--- config.mk ---
export PLATFORM = sky130hd
export DESIGN_NAME = wb_trace_buffer
export DESIGN_NICKNAME = d
export VERILOG_FILES = /design/src/rtl/trace_pkg.sv /design/src/rtl/trace_fifo.sv /design/src/rtl/wb_trace_buffer.sv
export SDC_FILE = /design/constraint.sdc
export NUM_CORES = 1
export LEC_CHECK = 0
export BUFFER_PORTS_ARGS = -buffer_cell sky130_fd_sc_hd__buf_2
export CORE_MARGIN = 4
export CORE_UTILIZATION = 45
export DETAILED_ROUTE_END_ITERATION = 10
export PLACE_DENSITY = 0.7
export SLEW_MARGIN = 20
export SYNTH_ARGS = -nofsm -noshare
export SYNTH_HDL_FRONTEND = slang
export SYNTH_SLANG_ARGS = --single-unit
--- constraint.sdc ---
create_clock -name clock -period 6.5 [get_ports clock]
set_clock_uncertainty 0.15 [all_clocks]
set_input_delay 0.975 -clock clock [delete_from_list [all_inputs] [get_ports clock]]
set_output_delay 0.975 -clock clock [all_outputs]
set_load 0.01 [all_outputs]
--- src/rtl/trace_pkg.sv ---
// trace_pkg: shared entry type and defaults for the write-back trace buffer
package trace_pkg;
  localparam int DEF_DEPTH = 8;
  localparam int DEF_SEQ_W = 16;
  localparam int COUNT_W = 32;
  typedef struct packed {
    logic [DEF_SEQ_W-1:0] seq;
    logic [4:0]           dest;
    logic [31:0]          data;
  } trace_entry_t;
endpackage

--- src/rtl/trace_fifo.sv ---
// trace_fifo: synchronous FIFO of trace entries with sync clear
//   clk/rst (async, active-high), clear (sync flush), push/pop (pre-qualified by caller),
//   wr_entry -> tail, rd_entry = head (0 when empty), full/empty/fill status
module trace_fifo
  import trace_pkg::*;
#(
  parameter int  DEPTH   = DEF_DEPTH,
  parameter type entry_t = trace_entry_t
) (
  input  logic                   clk,
  input  logic                   rst,
  input  logic                   clear,
  input  logic                   push,
  input  logic                   pop,
  input  entry_t                 wr_entry,
  output entry_t                 rd_entry,
  output logic                   full,
  output logic                   empty,
  output logic [$clog2(DEPTH):0] fill
);
  localparam int AW = $clog2(DEPTH);
  entry_t mem [DEPTH];
  logic [AW:0] wr_q, wr_d, rd_q, rd_d;
  always_comb begin
    wr_d = clear ? '0 : wr_q + (AW+1)'(push);
    rd_d = clear ? '0 : rd_q + (AW+1)'(pop);
  end
  always_ff @(posedge clk or posedge rst)
    if (rst) begin
      wr_q <= '0;
      rd_q <= '0;
    end else begin
      wr_q <= wr_d;
      rd_q <= rd_d;
    end
  always_ff @(posedge clk)
    if (push && !clear) mem[wr_q[AW-1:0]] <= wr_entry;
  // extra wrap bit distinguishes full from empty when the index bits match
  assign empty    = wr_q == rd_q;
  assign full     = (wr_q[AW] != rd_q[AW]) && (wr_q[AW-1:0] == rd_q[AW-1:0]);
  assign fill     = wr_q - rd_q;
  // gate the head so stale memory never shows while empty (incl. right after reset)
  assign rd_entry = empty ? '0 : mem[rd_q[AW-1:0]];
endmodule

--- src/rtl/wb_trace_buffer.sv ---
// wb_trace_buffer: write-back trace FIFO plus free-running performance counters
//   clock/reset (async, active-high), ip_clear (sync clear of everything)
//   ip_RegWrite_WB/ip_dest_WB/ip_write_data_WB: core write-back; ip_stall/ip_branch/ip_zero: counter events
//   ip_trace_ready/op_trace_*: valid/ready head of trace FIFO; op_fill, op_overflow, op_*_count: status
module wb_trace_buffer
  import trace_pkg::*;
#(
  parameter int DEPTH = DEF_DEPTH,
  parameter int SEQ_W = DEF_SEQ_W
) (
  input  logic                   clock,
  input  logic                   reset,
  input  logic                   ip_clear,
  input  logic                   ip_RegWrite_WB,
  input  logic [4:0]             ip_dest_WB,
  input  logic [31:0]            ip_write_data_WB,
  input  logic                   ip_stall,
  input  logic                   ip_branch,
  input  logic                   ip_zero,
  input  logic                   ip_trace_ready,
  output logic                   op_trace_valid,
  output logic [SEQ_W-1:0]       op_trace_seq,
  output logic [4:0]             op_trace_dest,
  output logic [31:0]            op_trace_data,
  output logic [$clog2(DEPTH):0] op_fill,
  output logic                   op_overflow,
  output logic [COUNT_W-1:0]     op_cycle_count,
  output logic [COUNT_W-1:0]     op_stall_count,
  output logic [COUNT_W-1:0]     op_retire_count,
  output logic [COUNT_W-1:0]     op_branch_count,
  output logic [COUNT_W-1:0]     op_drop_count
);
  typedef struct packed {
    logic [SEQ_W-1:0] seq;
    logic [4:0]       dest;
    logic [31:0]      data;
  } entry_t;
  entry_t wr_entry, head;
  logic full, empty, ev, push, pop, drop;
  logic [SEQ_W-1:0] seq_q, seq_d;
  logic ovf_q, ovf_d;
  logic [COUNT_W-1:0] cyc_q, cyc_d, stl_q, stl_d, ret_q, ret_d, br_q, br_d, drp_q, drp_d;
  always_comb begin
    ev       = ip_RegWrite_WB && (ip_dest_WB != 5'd0) && !ip_clear;
    pop      = !empty && ip_trace_ready && !ip_clear;
    push     = ev && (!full || pop);
    drop     = ev && !push;
    wr_entry = '{seq: seq_q, dest: ip_dest_WB, data: ip_write_data_WB};
    seq_d    = ip_clear ? '0 : seq_q + SEQ_W'(ev);
    ovf_d    = !ip_clear && (ovf_q || drop);
    // the clear cycle itself is the first counted cycle
    cyc_d    = ip_clear ? COUNT_W'(1) : cyc_q + COUNT_W'(1);
    stl_d    = ip_clear ? '0 : stl_q + COUNT_W'(ip_stall);
    ret_d    = ip_clear ? '0 : ret_q + COUNT_W'(ev);
    br_d     = ip_clear ? '0 : br_q + COUNT_W'(ip_branch && ip_zero);
    drp_d    = ip_clear ? '0 : drp_q + COUNT_W'(drop);
  end
  always_ff @(posedge clock or posedge reset)
    if (reset) begin
      seq_q <= '0;
      ovf_q <= 1'b0;
      cyc_q <= '0;
      stl_q <= '0;
      ret_q <= '0;
      br_q  <= '0;
      drp_q <= '0;
    end else begin
      seq_q <= seq_d;
      ovf_q <= ovf_d;
      cyc_q <= cyc_d;
      stl_q <= stl_d;
      ret_q <= ret_d;
      br_q  <= br_d;
      drp_q <= drp_d;
    end
  trace_fifo #(.DEPTH(DEPTH), .entry_t(entry_t)) u_fifo (
    .clk(clock), .rst(reset), .clear(ip_clear), .push(push), .pop(pop),
    .wr_entry(wr_entry), .rd_entry(head), .full(full), .empty(empty), .fill(op_fill)
  );
  assign op_trace_valid  = !empty;
  assign op_trace_seq    = head.seq;
  assign op_trace_dest   = head.dest;
  assign op_trace_data   = head.data;
  assign op_overflow     = ovf_q;
  assign op_cycle_count  = cyc_q;
  assign op_stall_count  = stl_q;
  assign op_retire_count = ret_q;
  assign op_branch_count = br_q;
  assign op_drop_count   = drp_q;
endmodule

* Word-level counts from Yosys, hierarchy flattened
Memories as Yosys holds them, arrays and structs flattened.
Index checks and enable logic that the tools add are counted.
** Word-level totals
- Register bits :: 185
- Memory bits (writable) :: 424
- Memories :: 1
- Output and inout bits :: 219
** Memories
- u_fifo.mem :: depth 8, width 53, read ports 1, clocked after Yosys merged registers in 0, write ports 1, line trace_fifo.sv:22 : entry_t mem [DEPTH];
** Cells by class
- $add $sub $neg :: 9
- Equal/unequal tests :: 3
- Reductions and logical operators :: 17
- Mux-type cells :: 11
** Operators by type and width (number)
- 2-to-1 mux 32 bit :: 5
- adder 32 x 1 -> 32 bit :: 4
- 2-to-1 mux 53 bit :: 1
- adder 32 x 1 -> 32 bit, second input constant :: 1
- adder 16 x 1 -> 16 bit :: 1
- 2-to-1 mux 16 bit :: 1
- logical AND 1 bit :: 10
- adder 4 x 1 -> 4 bit :: 2
- 2-to-1 mux 4 bit :: 2
- nonzero test 5 bit :: 1
- == test 4 bit :: 1
- zero test 1 bit :: 4
- subtractor 4 bit :: 1
- == test 3 bit :: 1
- logical OR 1 bit :: 2
- 2-to-1 mux 1 bit :: 2
- inequality test 1 bit :: 1

* Longest topological paths before layout
Gate-level depths: netlist of the first run.
- Word-level depth :: 10
- Gate-level depth with buffers :: 15

* Cells and area by module
Synthesis of the first run repeated with hierarchy kept, for this count alone.
** Unflattened totals
- Cell total of the unflattened synthesis :: 1636
- Area total of the unflattened synthesis :: 25594.5 um^2
** Modules (own cells, without submodules)
- trace_fifo :: area an instance 16558.4 um^2, seq. area each 12932.4 um^2, cells an instance 680, times used 1
- wb_trace_buffer :: area an instance 9036.2 um^2, seq. area each 4429.2 um^2, cells an instance 956, times used 1

* Worst setup path before layout of the first run
Ideal clock, no wire load.
- Kind :: register -> register
- Start :: register u_fifo.rd_q[1]
- End :: memory u_fifo.mem[0][0] (netlist bit) (enable)
- Required time :: 5821 ps
- Cell stages (with the launch flop) :: 10
- Data arrival time :: 5949 ps
- Path slack :: -128 ps
- Setup time :: 529 ps
- Buffers on the path :: 3
- Cells stage by stage :: dfrtp_1 > clkbuf_1 > clkbuf_1 > clkbuf_1 > inv_1 > ha_1 > nand3_1 > nor3_1 > or3b_2 > nor3_1
** On the way
- Word-level cells in the longest chain between the ends :: 9
- Elaborated cells on any way between the ends :: 12
- Classes of those cells :: eq/ne: 2; mux: 2; reduce/logical: 8
** RTL lines
- from (decl) :: line trace_fifo.sv:23 : logic [AW:0] wr_q, wr_d, rd_q, rd_d;
- from (signal assigned) :: line trace_fifo.sv:34 : rd_q <= rd_d;
- == test 4 bit :: line trace_fifo.sv:39 : assign empty = wr_q == rd_q;
- zero test 1 bit :: line wb_trace_buffer.sv:45 : pop = !empty && ip_trace_ready && !ip_clear;
- logical AND 1 bit (2 in series) :: line wb_trace_buffer.sv:45
- logical OR 1 bit (*) :: line wb_trace_buffer.sv:46 : push = ev && (!full || pop);
- logical AND 1 bit (*) :: line wb_trace_buffer.sv:46
- logical AND 1 bit (*) :: line trace_fifo.sv:37 : if (push && !clear) mem[wr_q[AW-1:0]] <= wr_entry;
- 2-to-1 mux 1 bit (*) :: line trace_fifo.sv:37
- 2-to-1 mux 1 bit (not written as such) (*) :: line trace_fifo.sv:37
- to (decl) :: line trace_fifo.sv:22
Every way passes the cells marked *; elsewhere a longest branch is shown, timed or not.

* Final worst setup path of the first run
- Start :: register u_fifo.rd_q[1]
- End :: output op_trace_seq[3]
** On the way
- Word-level cells in the longest chain between the ends :: 2
- Elaborated cells on any way between the ends :: 3
- Classes of those cells :: eq/ne: 1; mux: 1; memory: 1
** RTL lines
- memory read (8 x 53 bit) or == test 4 bit (tied branches)
- 2-to-1 mux 53 bit (*) :: line trace_fifo.sv:43 : assign rd_entry = empty ? '0 : mem[rd_q[AW-1:0]];
- to (decl) :: line wb_trace_buffer.sv:22 : output logic [SEQ_W-1:0] op_trace_seq,
Marked as above.

==> results of run 1 <==
==> worst max path at each step <==
stage	start	cells past startpoint	end
finish	u_fifo.rd_q[1]	6	op_trace_seq[3]
global route	u_fifo.rd_q[1]	6	op_trace_seq[3]
CTS	u_fifo.rd_q[1]	6	op_trace_seq[3]
detailed placement	ip_clear	10	op_drop_count[24]
global placement	ip_clear	10	op_drop_count[28]
floorplan	u_fifo.rd_q[1]	9	u_fifo.mem[1][0]
==> power by group <==
| group | switching (W) | total [W] | internal (W) |
|---|---|---|---|
| clock network | 0.00149 | 0.00350 | 0.00202 |
| logic | 0.000228 | 0.000360 | 0.000133 |
| registers | 0.0000234 | 0.00421 | 0.00418 |
==> worst max-delay path, stage by stage (launching register included) <==
cell and delay, ns:
dfrtp_4 0.96, inv_1 0.11, ha_1 0.35, and4_2 0.62, buf_4 0.53, a21oi_1 0.21, buf_2 0.19
==> cells by family after synthesis <==
family	after synthesis	share of synthesized area, %
compound gates	245	5.49
xor+xnor	72	2.47
fa+ha+maj	19	0.961
buf+inv	124	1.90
flops	609	68.0
mux	111	9.57
simple gates	558	11.6
==> cell usage after synthesis, types with 5 or more instances <==
library cell,number,area [µm²]
xor2_1,27,236
clkbuf_1,68,255
o21ai_0,30,150
edfxtp_1,424,12700
dfrtp_1,185,4630
mux4_2,106,2390
nor2b_1,21,131
and4_1,21,184
xnor2_1,45,394
or3_1,33,206
buf_2,16,80.1
ha_1,18,225
nor3_1,20,100
and2_1,7,43.8
nor2_1,85,319
nand3_1,54,270
or4_1,68,510
and3_1,5,31.3
a21oi_1,149,746
nor4_1,18,113
nand4_1,44,275
mux2_2,5,56.3
inv_1,36,135
o31ai_1,58,435
nand2_1,163,612
==> state kept, by name (all words and copies together) (netlist names) <==
signal	cells
u_fifo.mem	424
op_branch_count	32
op_cycle_count	32
op_drop_count	32
op_retire_count	32
op_stall_count	32
seq_q	16
u_fifo.rd_q	4
u_fifo.wr_q	4
op_overflow	1
==> metal layers <==
layer / vias up / GRT usage (%) / part of all wire [%]
li1: 7268 / - / -
met1: 8202 / 26.2 / 41
met2: 522 / 31.7 / 49
met3: 85 / 5.72 / 8.3
met4: 2 / 4.31 / 1.9
met5: - / 0 / 0.022
==> metrics by stage <==
stage          std cells  hold WS, ns
3_3_place_gp        2690        0.327
6_report            2808        0.245
2_1_floorplan       1738        0.375
5_1_grt             2807        0.269
4_1_cts             2805        0.253
3_5_place_dp        2690        0.335
==> cell type report <==
class,count,area (µm²),area share [%]
antenna,2,5.00,0.0168
sequential,609,17400,58.4
multi-input combinational,1005,7750,26.1
tap,756,946,3.18
timing repair buffer,284,1510,5.06
clock inverter,32,342,1.15
inverter,37,144,0.484
clock buffer,83,1680,5.65
==> key figures, run 1 <==
Route
  – DRC: 0
  – Vias post-DR: 16100
  – DRC marker count from the first detailed-route iteration: 1136
  – Detail Route Antenna Nets: 0
  – Via density: 5.73
  – Drt total wl: 59200 µm
  – Routed WL per cell: 21.1 µm
  – Pre-antenna DRT Iters: 5

Final layout
  – Fillcell total: 4610
  – Fin util: 52.8%
  – Most common cell after layout, fill and taps aside: edfxtp_1
  – Final Instance Area: 0.0297 mm²
  – Ratio of cells with drive above 1 in the final layout: 24.9%
  – Most frequent cells in the layout: edfxtp_1, buf_2, dfrtp_1
  – Final Net Count: 2062
  – Area Growth Syn to Fin: 16.5%

Floorplan
  – Core Area: 0.0563 mm²
  – Core Rows: 87
  – Die area: 0.0606 mm²
  – Die W: 246 µm
  – Die Y: 246 µm
  – I/O pins: 264
  – Starting Density: 45.4%

Power
  – Pwr dens: 271 mW/mm²
  – Worst VDD drop: 255 µV
  – Pwr Total: 0.00807 W
  – P_leak: 10.7 nW

Setup path
  – Critical Path RT: 5.37 ns
  – Reg-to-reg startpoint: u_fifo.rd_q[1]
  – Reg2Reg Depth: 11
  – Worst reg2reg endpoint: op_drop_count[24]
  – Crit-path max FO: 56
  – Critical Path End Type: output port
  – R2r setup slk: 1.94 ns
  – Crit start category: register
  – Kind of critical path: reg -> out
  – WP data arrival: 3.61 ns

Global routing
  – Initial antenna violation count: 3
  – Vias in the first global route: 16400
  – Total Routing Usage GR: 19.5%
  – Largest net degree at the start of global routing: 114
  – Total gr overflow: 0
  – First-pass GRT wire length: 93600 µm

Placement
  – DP HPWL: 36300 µm
  – DP Worst Slack: 1.64 ns
  – Post-DP Area: 0.0277 mm²
  – Global placement routability congestion: 0.830
  – PortBufs: 263

Clock tree
  – Postcts setup bufs: 0
  – CTS clock-pin slew for the worst setup and hold paths: 0.06 ns
  – TritonCTS clock tree: done
  – Clock Tree Root: clkbuf_16
  – Max Root-Sink Buffers: 3
  – Clock latency on the worst-skew pair: 0.64 ns
  – Post-CTS Hold Buffers: 0
  – Post-cts resize count: 0
  – TritonCTS Buffers: 61
  – CTS Sinks: 609
  – H-tree depth: 2

Run
  – Number of max-cap violations: 0

Timing
  – Tcrit/Tclk final: 72.8%
  – Worst relative slew slack: 31.3%
  – Hold Vio Cnt, Final: 0
  – Final Critical Period: 4.73 ns
  – Final worst slack: 1.77 ns
  – Worst Tran Pin Value: 1.03 ns
  – RSZ-0062 raised after global routing: false
  – FMAX: 211 MHz
  – Final setup viols: 0
  – Setup TNS: 0 ns
  – Pins Over Slew Limit: 0

Synth
  – Async SR Flop Fraction: 30.4%
  – Flops & latches, synth: 609
  – Number of flops mapped to enable cells by yosys: 424
  – Mean Syn Cell Area: 14.7 µm²
  – Synthesized Nets: 1802
  – Sequential-to-total area share from yosys stat: 68.0%
  – Post-synthesis cell area: 0.0255 mm²
  – Synth Flop Type: edfxtp_1
  – YS warnings: 0
  – Cell variety after synth: 44
  – Synthesized instance count: 1738

Worst hold path
  – Min-delay worst type: in -> async

Run status
  – Status: finished clean
Power figures use the tool's default switching activity.
==> inputs of run 2 (changes only) <==
==> constraint.sdc (replaced) <==
create_clock -name clock -period 3.95 [get_ports clock]
set_clock_uncertainty 0.15 [all_clocks]
set_input_delay 0.5925 -clock clock [delete_from_list [all_inputs] [get_ports clock]]
set_output_delay 0.5925 -clock clock [all_outputs]
set_load 0.01 [all_outputs]
==> run 2 against run 1 <==
Global-route usage grew 0.092 points. Via count shrank 0.44%. Die area is the same. Power grew 69%. Non-clock buffer count grew 10. Core utilization grew 0.66 points. Critical endpoint is now op_trace_data[13].
==> key figures, run 2 (same netlist as run 1, synthesis figures left out) <==
Placement
  – DP Worst Slack: 0.282 ns
  – Global placement routability congestion: 0.849
  – DP HPWL: 34400 µm
  – Cells after DPL: 2700
  – PortBufs: 263

Worst hold path
  – Min-delay worst type: in -> reg
  – Hold_sp: ip_write_data_WB[16]
  – Worst hold endpoint: u_fifo.mem[1][16]
  – Hold-critical path depth: 1

Clock tree
  – CTS clock-pin slew for the worst setup and hold paths: 0.06 ns
  – Clock Tree Root: clkbuf_16
  – TritonCTS clock tree: done
  – H-tree depth: 3
  – CTS Sinks: 609
  – TritonCTS Buffers: 67
  – Clock latency on the worst-skew pair: 0.60 ns
  – Max Root-Sink Buffers: 3

Route
  – Drt total wl: 59100 µm
  – Detail Route Antenna Nets: 0
  – DRC: 0
  – Via density: 5.66
  – Routed WL per cell: 20.9 µm
  – DRC marker count from the first detailed-route iteration: 1082
  – Pre-antenna DRT Iters: 5
  – Vias post-DR: 16000

Final layout
  – Max FFs per register: 424
  – Most common cell after layout, fill and taps aside: edfxtp_1
  – Ratio of cells with drive above 1 in the final layout: 25.7%
  – Most frequent cells in the layout: edfxtp_1, buf_2, dfrtp_1
  – Final Net Count: 2078
  – Area Growth Syn to Fin: 17.9%
  – Non-Filler Instances: 2826

Setup path
  – Crit-path most repeated cell: buf_6
  – Worst path max stage delay: 0.52 ns
  – Reg2Reg Depth: 10
  – Critical Path End Type: output port
  – Critical Path RT: 3.21 ns
  – Reg-to-reg startpoint: u_fifo.wr_q[1]
  – R2r setup slk: 0.34 ns
  – Worst reg2reg endpoint: op_drop_count[24]
  – Critical-path top delay cell: buf_6
  – Cell family with most CP delay: buffers and inverters
  – CP cell instances: buf_6 > buf_6 > mux4_2 > nand2_1 > a21oi_1 > buf_2
  – Crit start category: register
  – Crit-path max FO: 62
  – WP data arrival: 2.94 ns
  – WP buf/inv: 3
  – Kind of critical path: reg -> out

Power
  – Worst VDD drop: 318 µV
  – Pwr Total: 0.0136 W
  – P_leak: 10.8 nW
  – Pwr dens: 453 mW/mm²

Timing
  – Tcrit/Tclk final: 93.3%
  – FMAX: 271 MHz
  – Final Critical Period: 3.68 ns
  – Pins Over Slew Limit: 0
  – Hold Vio Cnt, Final: 0
  – Worst Tran Pin Value: 1.01 ns
  – Final setup viols: 0
  – RSZ-0062 raised after global routing: false
  – Final worst slack: 0.266 ns
  – Worst relative slew slack: 32.6%

Global routing
  – Total Routing Usage GR: 19.6%
  – First-pass GRT wire length: 93300 µm
  – Initial antenna violation count: 3
  – Total gr overflow: 0
  – Vias in the first global route: 16200
  – Largest net degree at the start of global routing: 192

Floorplan
  – Core Rows: 87
  – Starting Density: 45.4%
  – Die Y: 246 µm
  – Die W: 246 µm
  – Core Area: 0.0563 mm²
  – I/O pins: 264
  – Die area: 0.0606 mm²

Run status
  – Status: finished clean

Run
  – Number of max-cap violations: 0
==> run 2: changes by cell type in the layout (fill, tap and decap cells not counted), moves of 2 or more <==
cell        previous run  this run
buf_12                 2        12
clkbuf_1              16        10
clkbuf_16             62        68
clkinvlp_4             1         5
buf_4                 19        16
inv_6                  1         4
buf_6                  1         3
clkbuf_8               5         3
clkinv_1               9        11
inv_16                 0         2
==> run 2: worst max-delay path by stage <==
| stage | startpoint | end | slack (ns) | depth (start not counted) |
|---|---|---|---|---|
| 3_5_place_dp | ip_dest_WB[1] | op_drop_count[24] | 0.28 | 10 |
| 2_1_floorplan | u_fifo.rd_q[1] | u_fifo.mem[2][0] | -0.96 | 9 |
| 3_3_place_gp | ip_dest_WB[1] | op_drop_count[24] | 0.35 | 10 |
| 4_1_cts | u_fifo.rd_q[1] | op_trace_data[13] | 0.19 | 6 |
| 6_report | u_fifo.rd_q[1] | op_trace_data[13] | 0.27 | 6 |
| 5_1_grt | u_fifo.rd_q[1] | op_trace_data[13] | 0.09 | 6 |
==> run 2: final cells by class <==
cell class                 instances  area [µm²]
clock inverter                    42         399
fill                            4587       26200
timing repair buffer             294        1720
clock buffer                      81        1780
multi-input combinational       1005        7750
tap                              756         946
sequential                       609       17400
inverter                          37         143
antenna                            2        5.00
==> run 2: power breakdown <==
group | leakage [nW] | switching, W | internal, W
combinational | 3.39 | 0.000387 | 0.000237
clock | 1.06 | 0.00258 | 0.00353
sequential | 6.38 | 0.0000249 | 0.00689
total | 10.8 | 0.00299 | 0.0107
==> run 2: per-stage QoR <==
step	hold WS, ns	setup TNS, ns	cell area (µm²)	utilization (%)
2_1_floorplan	0.375	-133.81	25600	-
3_3_place_gp	0.342	0	27900	49.6
5_1_grt	0.0915	0	30100	53.5
4_1_cts	0.0654	0	30100	53.5
3_5_place_dp	0.341	0	27900	49.6
6_report	0.102	0	30100	53.5
==> run 2: repair_timing <==
item                                    in CTS  in global routing
endpoints found under the setup margin      24                  0
buffers inserted                             0                  0
hold endpoints to repair                    22                  0
gates resized for setup                      2                  0
hold buffers                                 1                  0
==> run 2: metal layers <==
layer  GRT usage [%]  share of wire (%)  vias to the layer above
met2            31.8                 49                      484
met3            5.57                8.4                       81
met4            5.37                1.9                        2
met5               0              0.014                        -
met1            26.0                 40                     8139
li1                -                  -                     7303
